### config.mk
export PLATFORM = sky130hd
export DESIGN_NAME = mc_ctrl_flat
export DESIGN_NICKNAME = d
export VERILOG_FILES = /design/src/rtl/mc_ctrl_pkg.sv /design/src/rtl/mc_ctrl_if.sv /design/src/rtl/mc_ctrl_decode.sv /design/src/rtl/mc_ctrl.sv /design/src/flat_wrapper.sv
export SDC_FILE = /design/constraint.sdc
export NUM_CORES = 1
export LEC_CHECK = 0
export CAP_MARGIN = 10
export CORE_AREA = 2 2 52 54
export DETAILED_ROUTE_END_ITERATION = 8
export DIE_AREA = 0 0 54 56
export DONT_BUFFER_PORTS = 1
export GPL_TIMING_DRIVEN = 0
export HOLD_SLACK_MARGIN = 0.08
export PLACE_DENSITY = 0.83
export SETUP_SLACK_MARGIN = 0.02
export SLEW_MARGIN = 25
export SYNTH_ARGS = -nofsm -noshare
export SYNTH_HDL_FRONTEND = slang
export SYNTH_HIERARCHICAL = 1
export SYNTH_SLANG_ARGS = --single-unit
export TNS_END_PERCENT = 20
### constraint.sdc
create_clock -name clk -period 2.8 [get_ports clk]
set_clock_uncertainty 0.2 [all_clocks]
set_input_delay 0.42 -clock clk [delete_from_list [all_inputs] [get_ports clk]]
set_output_delay 0.42 -clock clk [all_outputs]
set_load 0.02 [all_outputs]
### src/rtl/mc_ctrl_pkg.sv
// Shared encodings for the multicycle controller and its datapath:
// FSM states, ALU operations, mux selects and MIPS opcode/funct constants.
package mc_ctrl_pkg;

  typedef enum logic [3:0] {
    S_FETCH  = 4'd0,
    S_DECODE = 4'd1,
    S_EXEC   = 4'd2,
    S_MEMRD  = 4'd3,
    S_MEMWR  = 4'd4,
    S_WB     = 4'd5,
    S_BRANCH = 4'd6,
    S_JUMP   = 4'd7,
    S_ERR    = 4'd8
  } state_e;

  localparam logic [3:0] ALU_NOP = 4'b0000;
  localparam logic [3:0] ALU_ADD = 4'b0001;
  localparam logic [3:0] ALU_SUB = 4'b0010;
  localparam logic [3:0] ALU_AND = 4'b0011;
  localparam logic [3:0] ALU_OR  = 4'b0100;
  localparam logic [3:0] ALU_SLT = 4'b0101;
  localparam logic [3:0] ALU_SLL = 4'b0110;
  localparam logic [3:0] ALU_SRL = 4'b0111;
  localparam logic [3:0] ALU_NOR = 4'b1000;
  localparam logic [3:0] ALU_LUI = 4'b1001;

  localparam logic [1:0] SRCA_RS    = 2'b00;
  localparam logic [1:0] SRCA_SHAMT = 2'b01;
  localparam logic [1:0] SRCA_LUI   = 2'b10;
  localparam logic [1:0] SRCB_RT    = 2'b00;
  localparam logic [1:0] SRCB_IMM   = 2'b01;
  localparam logic [1:0] NPC_PC4    = 2'b00;
  localparam logic [1:0] NPC_BR     = 2'b01;
  localparam logic [1:0] NPC_J      = 2'b10;
  localparam logic [1:0] NPC_JR     = 2'b11;
  localparam logic [1:0] GPR_RD     = 2'b00;
  localparam logic [1:0] GPR_RT     = 2'b01;
  localparam logic [1:0] GPR_RA     = 2'b10;
  localparam logic [1:0] WD_ALU     = 2'b00;
  localparam logic [1:0] WD_MEM     = 2'b01;
  localparam logic [1:0] WD_PC      = 2'b10;

  localparam logic [5:0] OP_RTYPE = 6'b000000;
  localparam logic [5:0] OP_ADDI  = 6'b001000;
  localparam logic [5:0] OP_ORI   = 6'b001101;
  localparam logic [5:0] OP_LUI   = 6'b001111;
  localparam logic [5:0] OP_LW    = 6'b100011;
  localparam logic [5:0] OP_SW    = 6'b101011;
  localparam logic [5:0] OP_BEQ   = 6'b000100;
  localparam logic [5:0] OP_BNE   = 6'b000101;
  localparam logic [5:0] OP_J     = 6'b000010;
  localparam logic [5:0] OP_JAL   = 6'b000011;

  localparam logic [5:0] F_ADD = 6'b100000;
  localparam logic [5:0] F_SUB = 6'b100010;
  localparam logic [5:0] F_AND = 6'b100100;
  localparam logic [5:0] F_OR  = 6'b100101;
  localparam logic [5:0] F_SLT = 6'b101010;
  localparam logic [5:0] F_SLL = 6'b000000;
  localparam logic [5:0] F_SRL = 6'b000010;
  localparam logic [5:0] F_NOR = 6'b100111;
  localparam logic [5:0] F_JR  = 6'b001000;

  typedef enum logic [4:0] {
    I_ADD, I_SUB, I_AND, I_OR, I_SLT, I_SLL, I_SRL, I_NOR, I_JR,
    I_ADDI, I_ORI, I_LUI, I_LW, I_SW, I_BEQ, I_BNE, I_J, I_JAL, I_BAD
  } instr_e;

  function automatic logic [3:0] alu_op_of(instr_e i);
    case (i)
      I_ADD, I_ADDI, I_LW, I_SW: alu_op_of = ALU_ADD;
      I_SUB:                     alu_op_of = ALU_SUB;
      I_AND:                     alu_op_of = ALU_AND;
      I_OR, I_ORI:               alu_op_of = ALU_OR;
      I_SLT:                     alu_op_of = ALU_SLT;
      I_SLL:                     alu_op_of = ALU_SLL;
      I_SRL:                     alu_op_of = ALU_SRL;
      I_NOR:                     alu_op_of = ALU_NOR;
      I_LUI:                     alu_op_of = ALU_LUI;
      default:                   alu_op_of = ALU_NOP;
    endcase
  endfunction

  // R-type ALU instructions write rd; everything else that writes back uses rt.
  function automatic logic is_rtype_alu(instr_e i);
    case (i)
      I_ADD, I_SUB, I_AND, I_OR, I_SLT, I_SLL, I_SRL, I_NOR: is_rtype_alu = 1'b1;
      default:                                               is_rtype_alu = 1'b0;
    endcase
  endfunction

endpackage

### src/rtl/mc_ctrl_if.sv
// Memory handshake between the controller (master) and the memory port (slave).
interface mc_ctrl_if;
  logic MemRead;
  logic MemWrite;
  logic IorD;
  logic mem_ack;

  modport master (output MemRead, MemWrite, IorD, input mem_ack);
  modport slave  (input MemRead, MemWrite, IorD, output mem_ack);
endinterface

### src/rtl/mc_ctrl_decode.sv
// Combinational instruction classifier: maps Op/Funct to an instruction id.
module mc_decode
  import mc_ctrl_pkg::*;
(
  input  logic [5:0] Op,
  input  logic [5:0] Funct,
  output instr_e     instr
);

  always_comb begin
    instr = I_BAD;
    case (Op)
      OP_RTYPE: begin
        case (Funct)
          F_ADD:   instr = I_ADD;
          F_SUB:   instr = I_SUB;
          F_AND:   instr = I_AND;
          F_OR:    instr = I_OR;
          F_SLT:   instr = I_SLT;
          F_SLL:   instr = I_SLL;
          F_SRL:   instr = I_SRL;
          F_NOR:   instr = I_NOR;
          F_JR:    instr = I_JR;
          default: instr = I_BAD;
        endcase
      end
      OP_ADDI: instr = I_ADDI;
      OP_ORI:  instr = I_ORI;
      OP_LUI:  instr = I_LUI;
      OP_LW:   instr = I_LW;
      OP_SW:   instr = I_SW;
      OP_BEQ:  instr = I_BEQ;
      OP_BNE:  instr = I_BNE;
      OP_J:    instr = I_J;
      OP_JAL:  instr = I_JAL;
      default: instr = I_BAD;
    endcase
  end

endmodule

### src/rtl/mc_ctrl.sv
// Multicycle MIPS control FSM with a memory wait-state watchdog.
// Strobes are a function of state (plus mem_ack/Zero) and are forced low during reset.
module mc_ctrl
  import mc_ctrl_pkg::*;
#(
  parameter int unsigned STALL_LIMIT = 16
) (
  input  logic            clk,
  input  logic            rst,
  input  logic [5:0]      Op,
  input  logic [5:0]      Funct,
  input  logic            Zero,
  mc_ctrl_if.master       mem,
  output logic            PCWrite,
  output logic            IRWrite,
  output logic            RegWrite,
  output logic            EXTOp,
  output logic [3:0]      ALUOp,
  output logic [1:0]      ALUSrcA,
  output logic [1:0]      ALUSrcB,
  output logic [1:0]      NPCOp,
  output logic [1:0]      GPRSel,
  output logic [1:0]      WDSel,
  output logic [3:0]      state,
  output logic            err
);

  localparam int unsigned CW = $clog2(STALL_LIMIT + 1);

  state_e        cur, nxt;
  logic [CW-1:0] cnt, cnt_nxt;
  instr_e        instr;
  logic          stall_out;
  logic          mem_rd, mem_wr, iord;

  mc_decode u_decode (.Op(Op), .Funct(Funct), .instr(instr));

  // The last permitted wait cycle; an ack on this cycle still completes the transfer.
  assign stall_out = (cnt == CW'(STALL_LIMIT - 1));

  always_ff @(posedge clk or negedge rst) begin
    if (!rst) begin
      cur <= S_FETCH;
      cnt <= '0;
    end else begin
      cur <= nxt;
      cnt <= cnt_nxt;
    end
  end

  // Next state; the wait counter only survives while a memory state waits on itself.
  always_comb begin
    nxt     = cur;
    cnt_nxt = '0;
    case (cur)
      S_FETCH: begin
        if (mem.mem_ack)    nxt = S_DECODE;
        else if (stall_out) nxt = S_ERR;
        else                cnt_nxt = cnt + CW'(1);
      end
      S_DECODE: begin
        case (instr)
          I_BEQ, I_BNE:      nxt = S_BRANCH;
          I_J, I_JAL, I_JR:  nxt = S_JUMP;
          I_BAD:             nxt = S_ERR;
          default:           nxt = S_EXEC;
        endcase
      end
      S_EXEC: begin
        if (instr == I_LW)      nxt = S_MEMRD;
        else if (instr == I_SW) nxt = S_MEMWR;
        else                    nxt = S_WB;
      end
      S_MEMRD: begin
        if (mem.mem_ack)    nxt = S_WB;
        else if (stall_out) nxt = S_ERR;
        else                cnt_nxt = cnt + CW'(1);
      end
      S_MEMWR: begin
        if (mem.mem_ack)    nxt = S_FETCH;
        else if (stall_out) nxt = S_ERR;
        else                cnt_nxt = cnt + CW'(1);
      end
      S_WB, S_BRANCH, S_JUMP: nxt = S_FETCH;
      S_ERR:                  nxt = S_ERR;
      default:                nxt = S_ERR;
    endcase
  end

  always_comb begin
    PCWrite  = 1'b0;
    IRWrite  = 1'b0;
    RegWrite = 1'b0;
    EXTOp    = 1'b0;
    mem_rd   = 1'b0;
    mem_wr   = 1'b0;
    iord     = 1'b0;
    ALUOp    = ALU_NOP;
    ALUSrcA  = SRCA_RS;
    ALUSrcB  = SRCB_RT;
    NPCOp    = NPC_PC4;
    GPRSel   = GPR_RD;
    WDSel    = WD_ALU;
    err      = 1'b0;
    if (rst) begin
      case (cur)
        S_FETCH: begin
          mem_rd  = 1'b1;
          IRWrite = mem.mem_ack;
          PCWrite = mem.mem_ack;
        end
        S_EXEC: begin
          ALUOp   = alu_op_of(instr);
          ALUSrcA = (instr == I_SLL || instr == I_SRL) ? SRCA_SHAMT :
                    (instr == I_LUI)                   ? SRCA_LUI   : SRCA_RS;
          ALUSrcB = (instr == I_ADDI || instr == I_ORI || instr == I_LUI ||
                     instr == I_LW   || instr == I_SW) ? SRCB_IMM : SRCB_RT;
          EXTOp   = (instr != I_ORI);
        end
        S_MEMRD: begin
          iord   = 1'b1;
          mem_rd = 1'b1;
        end
        S_MEMWR: begin
          iord   = 1'b1;
          mem_wr = 1'b1;
        end
        S_WB: begin
          RegWrite = 1'b1;
          GPRSel   = is_rtype_alu(instr) ? GPR_RD : GPR_RT;
          WDSel    = (instr == I_LW) ? WD_MEM : WD_ALU;
        end
        S_BRANCH: begin
          ALUOp = ALU_SUB;
          if ((instr == I_BEQ && Zero) || (instr == I_BNE && !Zero)) begin
            PCWrite = 1'b1;
            NPCOp   = NPC_BR;
          end
        end
        S_JUMP: begin
          PCWrite = 1'b1;
          NPCOp   = (instr == I_JR) ? NPC_JR : NPC_J;
          if (instr == I_JAL) begin
            RegWrite = 1'b1;
            GPRSel   = GPR_RA;
            WDSel    = WD_PC;
          end
        end
        S_ERR:   err = 1'b1;
        default: ;
      endcase
    end
  end

  assign mem.MemRead  = mem_rd;
  assign mem.MemWrite = mem_wr;
  assign mem.IorD     = iord;
  assign state        = cur;

endmodule

### src/flat_wrapper.sv
// flat-port wrapper written by rule: the top's interface ports become plain ports
module mc_ctrl_flat import mc_ctrl_pkg::*;
#(
  parameter int unsigned STALL_LIMIT = 16
)
  (clk, rst, Op, Funct, Zero, PCWrite, IRWrite, RegWrite, EXTOp, ALUOp, ALUSrcA, ALUSrcB, NPCOp, GPRSel, WDSel, state, err, mem_MemRead, mem_MemWrite, mem_IorD, mem_mem_ack);
  mc_ctrl_if mem_i ();
  input  logic clk;
  input  logic rst;
  input  logic [5:0] Op;
  input  logic [5:0] Funct;
  input  logic Zero;
  output logic PCWrite;
  output logic IRWrite;
  output logic RegWrite;
  output logic EXTOp;
  output logic [3:0] ALUOp;
  output logic [1:0] ALUSrcA;
  output logic [1:0] ALUSrcB;
  output logic [1:0] NPCOp;
  output logic [1:0] GPRSel;
  output logic [1:0] WDSel;
  output logic [3:0] state;
  output logic err;
  output wire logic [$bits(mem_i.MemRead)-1:0] mem_MemRead;
  output wire logic [$bits(mem_i.MemWrite)-1:0] mem_MemWrite;
  output wire logic [$bits(mem_i.IorD)-1:0] mem_IorD;
  input wire logic [$bits(mem_i.mem_ack)-1:0] mem_mem_ack;
  assign mem_MemRead = mem_i.MemRead;
  assign mem_MemWrite = mem_i.MemWrite;
  assign mem_IorD = mem_i.IorD;
  assign mem_i.mem_ack = mem_mem_ack;
  mc_ctrl #(.STALL_LIMIT(STALL_LIMIT)) u_core (.clk(clk), .rst(rst), .Op(Op), .Funct(Funct), .Zero(Zero), .mem(mem_i), .PCWrite(PCWrite), .IRWrite(IRWrite), .RegWrite(RegWrite), .EXTOp(EXTOp), .ALUOp(ALUOp), .ALUSrcA(ALUSrcA), .ALUSrcB(ALUSrcB), .NPCOp(NPCOp), .GPRSel(GPRSel), .WDSel(WDSel), .state(state), .err(err));
endmodule
==> results of run 1 <==
## final cells by class
cell class	count	area, µm²	share of cell area
multi-input combinational	146	1240	0.660
clock buffer	4	26.3	0.0140
buffer	12	125	0.0666
sequential	9	225	0.120
inverter	9	33.8	0.0180
timing repair buffer	23	191	0.102
tap	30	37.5	0.0200
## worst paths after layout
| kind | from | to | slack, ns | cells past startpoint |
|---|---|---|---|---|
| min reg2reg | u_core/cnt[0]$_DFF_PN0_ | u_core/cnt[0]$_DFF_PN0_ | 0.28 | 1 |
| min | mem_mem_ack | u_core/cnt[2]$_DFF_PN0_ | 0.19 | 2 |
| max | Op[3] | NPCOp[0] | -0.21 | 10 |
| min in group asynchronous | rst | u_core/state[3]$_DFF_PN0_ | 0.36 | 1 |
| max in group asynchronous | rst | u_core/state[2]$_DFF_PN0_ | 1.72 | 1 |
| max reg2reg | u_core/state[2]$_DFF_PN0_ | u_core/state[1]$_DFF_PN0_ | 0.85 | 5 |
## report_power, final
group | leakage [nW] | switching (mW) | internal [mW]
registers | 0.121 | 0.0434 | 0.144
logic | 0.579 | 0.162 | 0.109
clock network | 0.0150 | 0.0443 | 0.0549
## routing by layer
metal  vias to the layer above  share of wire
met2                       110           0.51
met5                         -              0
met4                         0          0.016
met3                        10          0.086
met1                       729           0.39
li1                        710              -
## critical path, stage by stage
cell and delay [ns]:
buf_6 0.13, a211oi_2 0.24, a31oi_1 0.07, o22a_1 0.21, or3_1 0.33, buf_6 0.15
nand3b_1 0.20, nor3_1 0.19, a31oi_1 0.07, nor3_2 0.38
## cells in the mapped netlist (3+ instances only)
cell,n
buf_2,8
ha_1,6
nor2b_1,3
nand2b_1,6
o32ai_1,4
nor3_1,9
and3_1,3
dfrtp_1,9
nand2_1,9
o21ai_0,7
a21oi_1,7
nor2_1,24
mux2i_1,3
buf_4,3
nand3_1,8
nand3b_1,4
inv_1,8
a31oi_1,4
xor2_1,3
nand4b_1,4
## sequential cells by signal (all words and copies together), names as in the netlist
name	count
u_core/cnt	5
u_core/state	4
## timing repair
item,4_1_cts,5_1_grt
pin swaps,8,6
setup buffers,18,4
resized for setup,30,6
hold endpoints to repair,9,0
setup endpoints to repair,15,15
hold buffers,1,0
## cells by family after synthesis
kind of cell | count (synthesis) | share of synthesized area
buffers and inverters | 21 | 0.0759
adder cells (fa/ha/maj) | 6 | 0.0569
flip-flops | 9 | 0.171
multiplexers | 3 | 0.0228
AO/OA/AOI/OAI | 46 | 0.281
AND/OR/NAND/NOR | 85 | 0.357
XOR/XNOR | 5 | 0.0332
other | 1 | 0.00284
==> flow_metrics.tcl, run 1 <==
set metrics [dict create \
    outcome "complete, but fails checks" \
    violations "setup timing" \
    overflow 0 \
    hold_violations 0 \
    synth_cells 176 \
    drt-total-wl_um 4380 \
    core_area_um2 2430 \
    min_path_type "input port to register" \
    rsz0062_at_grt "true" \
    synth.avg_cell_area_um2 7.49 \
    stdcell_area_um2 1880 \
    setup_slack_ns -0.205 \
    synth.top_cell.area_share 0.171 \
    antenna_found_initial 0 \
    post-place-ws_ns -0.416 \
    netlist_area_um2 1320 \
    top_usage_layer "met2" \
    ant_nets 0 \
    clk_latency_ns 0.26 \
    met2_usage 0.479 \
    grt_max_degree 11 \
    cap_viol_max_count 0 \
    die_w_um 54 \
    async_flop_share 1.00 \
    yosysSeqAreaShare 0.171 \
    grt_util_all_layers 0.274 \
    drt-initial-drc-count 70 \
    wl_per_cell_um 18.8 \
    grt_pass1_vias 1497 \
    p_per_area_nw_per_um2 297 \
    cts_made_buffers 3 \
    dieArea_um2 3020 \
    final_common_cell "buf_4" \
    vias_per_cell 6.69 \
    worstSetupStartpointType "input port" \
    cts.sinks 9 \
    final_util 0.772 \
    initial_utilization 0.542 \
    power_mw 0.558 \
    yosysWarnings 6 \
    synthTopCellsByArea "dfrtp_1, nor2_1, ha_1, nor3_1, buf_2" \
    dpl.cell_count 206 \
    rows 18 \
    pin_count 42 \
    max_slew_margin 0.532 \
    synth_top_area_cell "dfrtp_1" \
    dp_hpwl_um 2650 \
    cts_root_buffer "clkbuf_4" \
    drive_gt1_frac 0.350 \
    ys.flop_type "dfrtp_1" \
    dr.pass1.iters 4 \
    critical_path_class "input port to output pin" \
    endpoint_kind "output pin" \
    grt_pass1_wl_um 6470 \
    fin_crit_sh 1.07 \
    ys_types 54 \
    clkTransAtPathRegs_ns 0.06 \
    use_met3 0.0618 \
    finalCriticalPeriod_ns 3.01 \
    worstMarginPinSlew_ns 0.696 \
    critical_path_arrival_ns 2.39 \
    num_vias 1559 \
    clockBufferDepth 2 \
    slew_viol_final 0 \
    final_cell_mix "buf_4, nor2_1, nand2_1, dfrtp_1, nand3_1" \
    ys_ff_latch 9 \
    chipHeight_um 56 \
    nets 226 \
    crit_fanout 10 \
    leakage_nw 0.715 \
    synth_edf_count 0 \
    insertedDiodeCount 0 \
    synth.net_count 198 \
    place_area_um2 1490 \
    timing.setup.tns_ns -1.55 \
    whs_ns 0.191 \
    gp_congestion 0.837 \
    required_ns 2.18 \
    clock.fmax_ghz 0.333 \
    tritoncts "done" \
    portBuffers 0 \
    area_delta_synth_final_pct 42.4 \
    cts-htree-levels 1 \
    peakVddDrop_mv 0.328 \
    setup_viol 13 \
    drc 0 \
    fillCellCount 164 \
    use_met1 0.315 \
    layoutNonFillerInstCount 233 \
]
Power figures use the tool's default switching activity.
==> run 2, diff against run 1 <==
==> constraint.sdc (replaced) <==
create_clock -name clk -period 2.8 [get_ports clk]
set_clock_uncertainty 0.2 [all_clocks]
set_input_delay 0.42 -clock clk [delete_from_list [all_inputs] [get_ports clk]]
set_output_delay 0.42 -clock clk [all_outputs]
set_load 0.005 [all_outputs]
==> flow_metrics.tcl, run 2 (synthesized netlist as in run 1, its figures left out) <==
set metrics [dict create \
    num_vias 1398 \
    place_area_um2 1470 \
    tritoncts "done" \
    stdcell_area_um2 1660 \
    required_ns 2.18 \
    drc 0 \
    timing.setup.tns_ns -0.634 \
    grt_pass1_vias 1250 \
    drive_gt1_frac 0.271 \
    grt_max_degree 11 \
    area_delta_synth_final_pct 26.2 \
    worstMarginPinSlew_ns 0.557 \
    dieArea_um2 3020 \
    largest_reg_flops 5 \
    regMostFlops "u_core/cnt" \
    rsz0062_at_grt "true" \
    drt-initial-drc-count 43 \
    core_area_um2 2430 \
    seqCellArea_um2 225 \
    hold_violations 0 \
    multi_input_area_um2 1180 \
    cts_root_buffer "clkbuf_4" \
    clk_latency_ns 0.26 \
    die_w_um 54 \
    p_per_area_nw_per_um2 298 \
    insertedDiodeCount 0 \
    overflow 0 \
    clockBufferDepth 2 \
    max_slew_margin 0.628 \
    wl_per_cell_um 15.7 \
    endpoint_kind "output pin" \
    drt-total-wl_um 3430 \
    violations "setup timing" \
    initial_utilization 0.542 \
    outcome "complete, but fails checks" \
    setup_viol 8 \
    worstSetupStartpointType "input port" \
    leakage_nw 0.634 \
    fin_crit_sh 1.04 \
    clkTransAtPathRegs_ns 0.06 \
    cts.sinks 9 \
    gp_congestion 0.947 \
    slew_viol_final 0 \
    finalCriticalPeriod_ns 2.92 \
    dr.pass1.iters 4 \
    peakVddDrop_mv 0.296 \
    dp_hpwl_um 2550 \
    cap_viol_max_count 0 \
    final_common_cell "nor2_1" \
    cts_made_buffers 3 \
    grt_pass1_wl_um 5320 \
    grt_util_all_layers 0.226 \
    setup_slack_ns -0.117 \
    cts-htree-levels 1 \
    fillCellCount 204 \
    ant_nets 0 \
    chipHeight_um 56 \
    portBuffers 0 \
    critical_path_class "input port to output pin" \
    final_cell_mix "nor2_1, nand2_1, dfrtp_1, nand3_1, buf_4" \
    vias_per_cell 6.41 \
    critical_path_arrival_ns 2.30 \
    min_path_type "input port to register" \
    antenna_found_initial 0 \
    nets 211 \
    clock.fmax_ghz 0.343 \
    crit_fanout 6 \
    pin_count 42 \
    rows 18 \
]
run 2: cell count changes in the layout (fill, tap and decap cells not counted), moves of 2 or more:
| cell | before | now |
|---|---|---|
| buf_4 | 22 | 8 |
| nor2_1 | 21 | 23 |
| nor2_2 | 3 | 1 |
| buf_2 | 4 | 7 |
| buf_6 | 5 | 2 |
| ha_2 | 0 | 2 |
run 2: stage by stage:
stage	utilization	setup slack [ns]	hold slack [ns]	power [mW]	cells
after global routing	0.684	-0.281	0.159	0.543	218
after detailed placement	0.606	-0.320	-0.0752	0.376	206
after CTS	0.658	-0.120	0.166	0.489	216
final	0.684	-0.117	0.176	0.496	218
after global placement	0.606	-0.273	-0.0752	0.364	206
after floorplan	-	-0.0107	-0.0756	0.334	176
run 2: repair_timing:
item	in CTS	in global routing
buffers inserted	5	2
endpoints found under the hold margin	9	0
pin swaps	6	8
gates resized for setup	11	10
hold buffers	1	0
setup endpoints to repair	12	14
run 2: area by class of cell:
| class | count | area share |
|---|---|---|
| Clock buffer | 4 | 0.0158 |
| Inverter | 9 | 0.0203 |
| Sequential cell | 9 | 0.135 |
| Tap cell | 30 | 0.0226 |
| Multi-Input combinational cell | 146 | 0.708 |
| Timing Repair Buffer | 8 | 0.0398 |
| Buffer | 12 | 0.0579 |
run 2: final timing paths:
| kind | startpoint | endpoint | slack, ns | depth (start not counted) |
|---|---|---|---|---|
| min in group asynchronous | rst | u_core/cnt[2]$_DFF_PN0_ | 0.31 | 1 |
| worst min register to register | u_core/cnt[0]$_DFF_PN0_ | u_core/cnt[0]$_DFF_PN0_ | 0.29 | 1 |
| max in group asynchronous | rst | u_core/cnt[4]$_DFF_PN0_ | 1.81 | 1 |
| worst max-delay path | Op[1] | NPCOp[0] | -0.12 | 9 |
| worst max register to register | u_core/state[2]$_DFF_PN0_ | u_core/state[1]$_DFF_PN0_ | 1.02 | 5 |
| worst min-delay path | mem_mem_ack | u_core/cnt[2]$_DFF_PN0_ | 0.18 | 2 |
run 2: critical path, stage by stage:
cell,delay (ns)
buf_12,0.11
nor4_4,0.27
nand3b_1,0.25
o32ai_4,0.44
ha_2,0.30
mux2i_4,0.09
nor3_2,0.15
a31oi_1,0.07
nor3_2,0.20
run 2: layer usage:
layer  up-vias  GRT usage  wire length [µm]
met4         0     0.0643                51
li1        677          -                 -
met1       659      0.268              1390
met2        56      0.387              1760
met5         -          0                 0
met3         6     0.0591               228
run 2: report_power, final:
part	switching [mW]	internal, mW
logic	0.128	0.0958
registers	0.0320	0.144
clock network	0.0410	0.0546
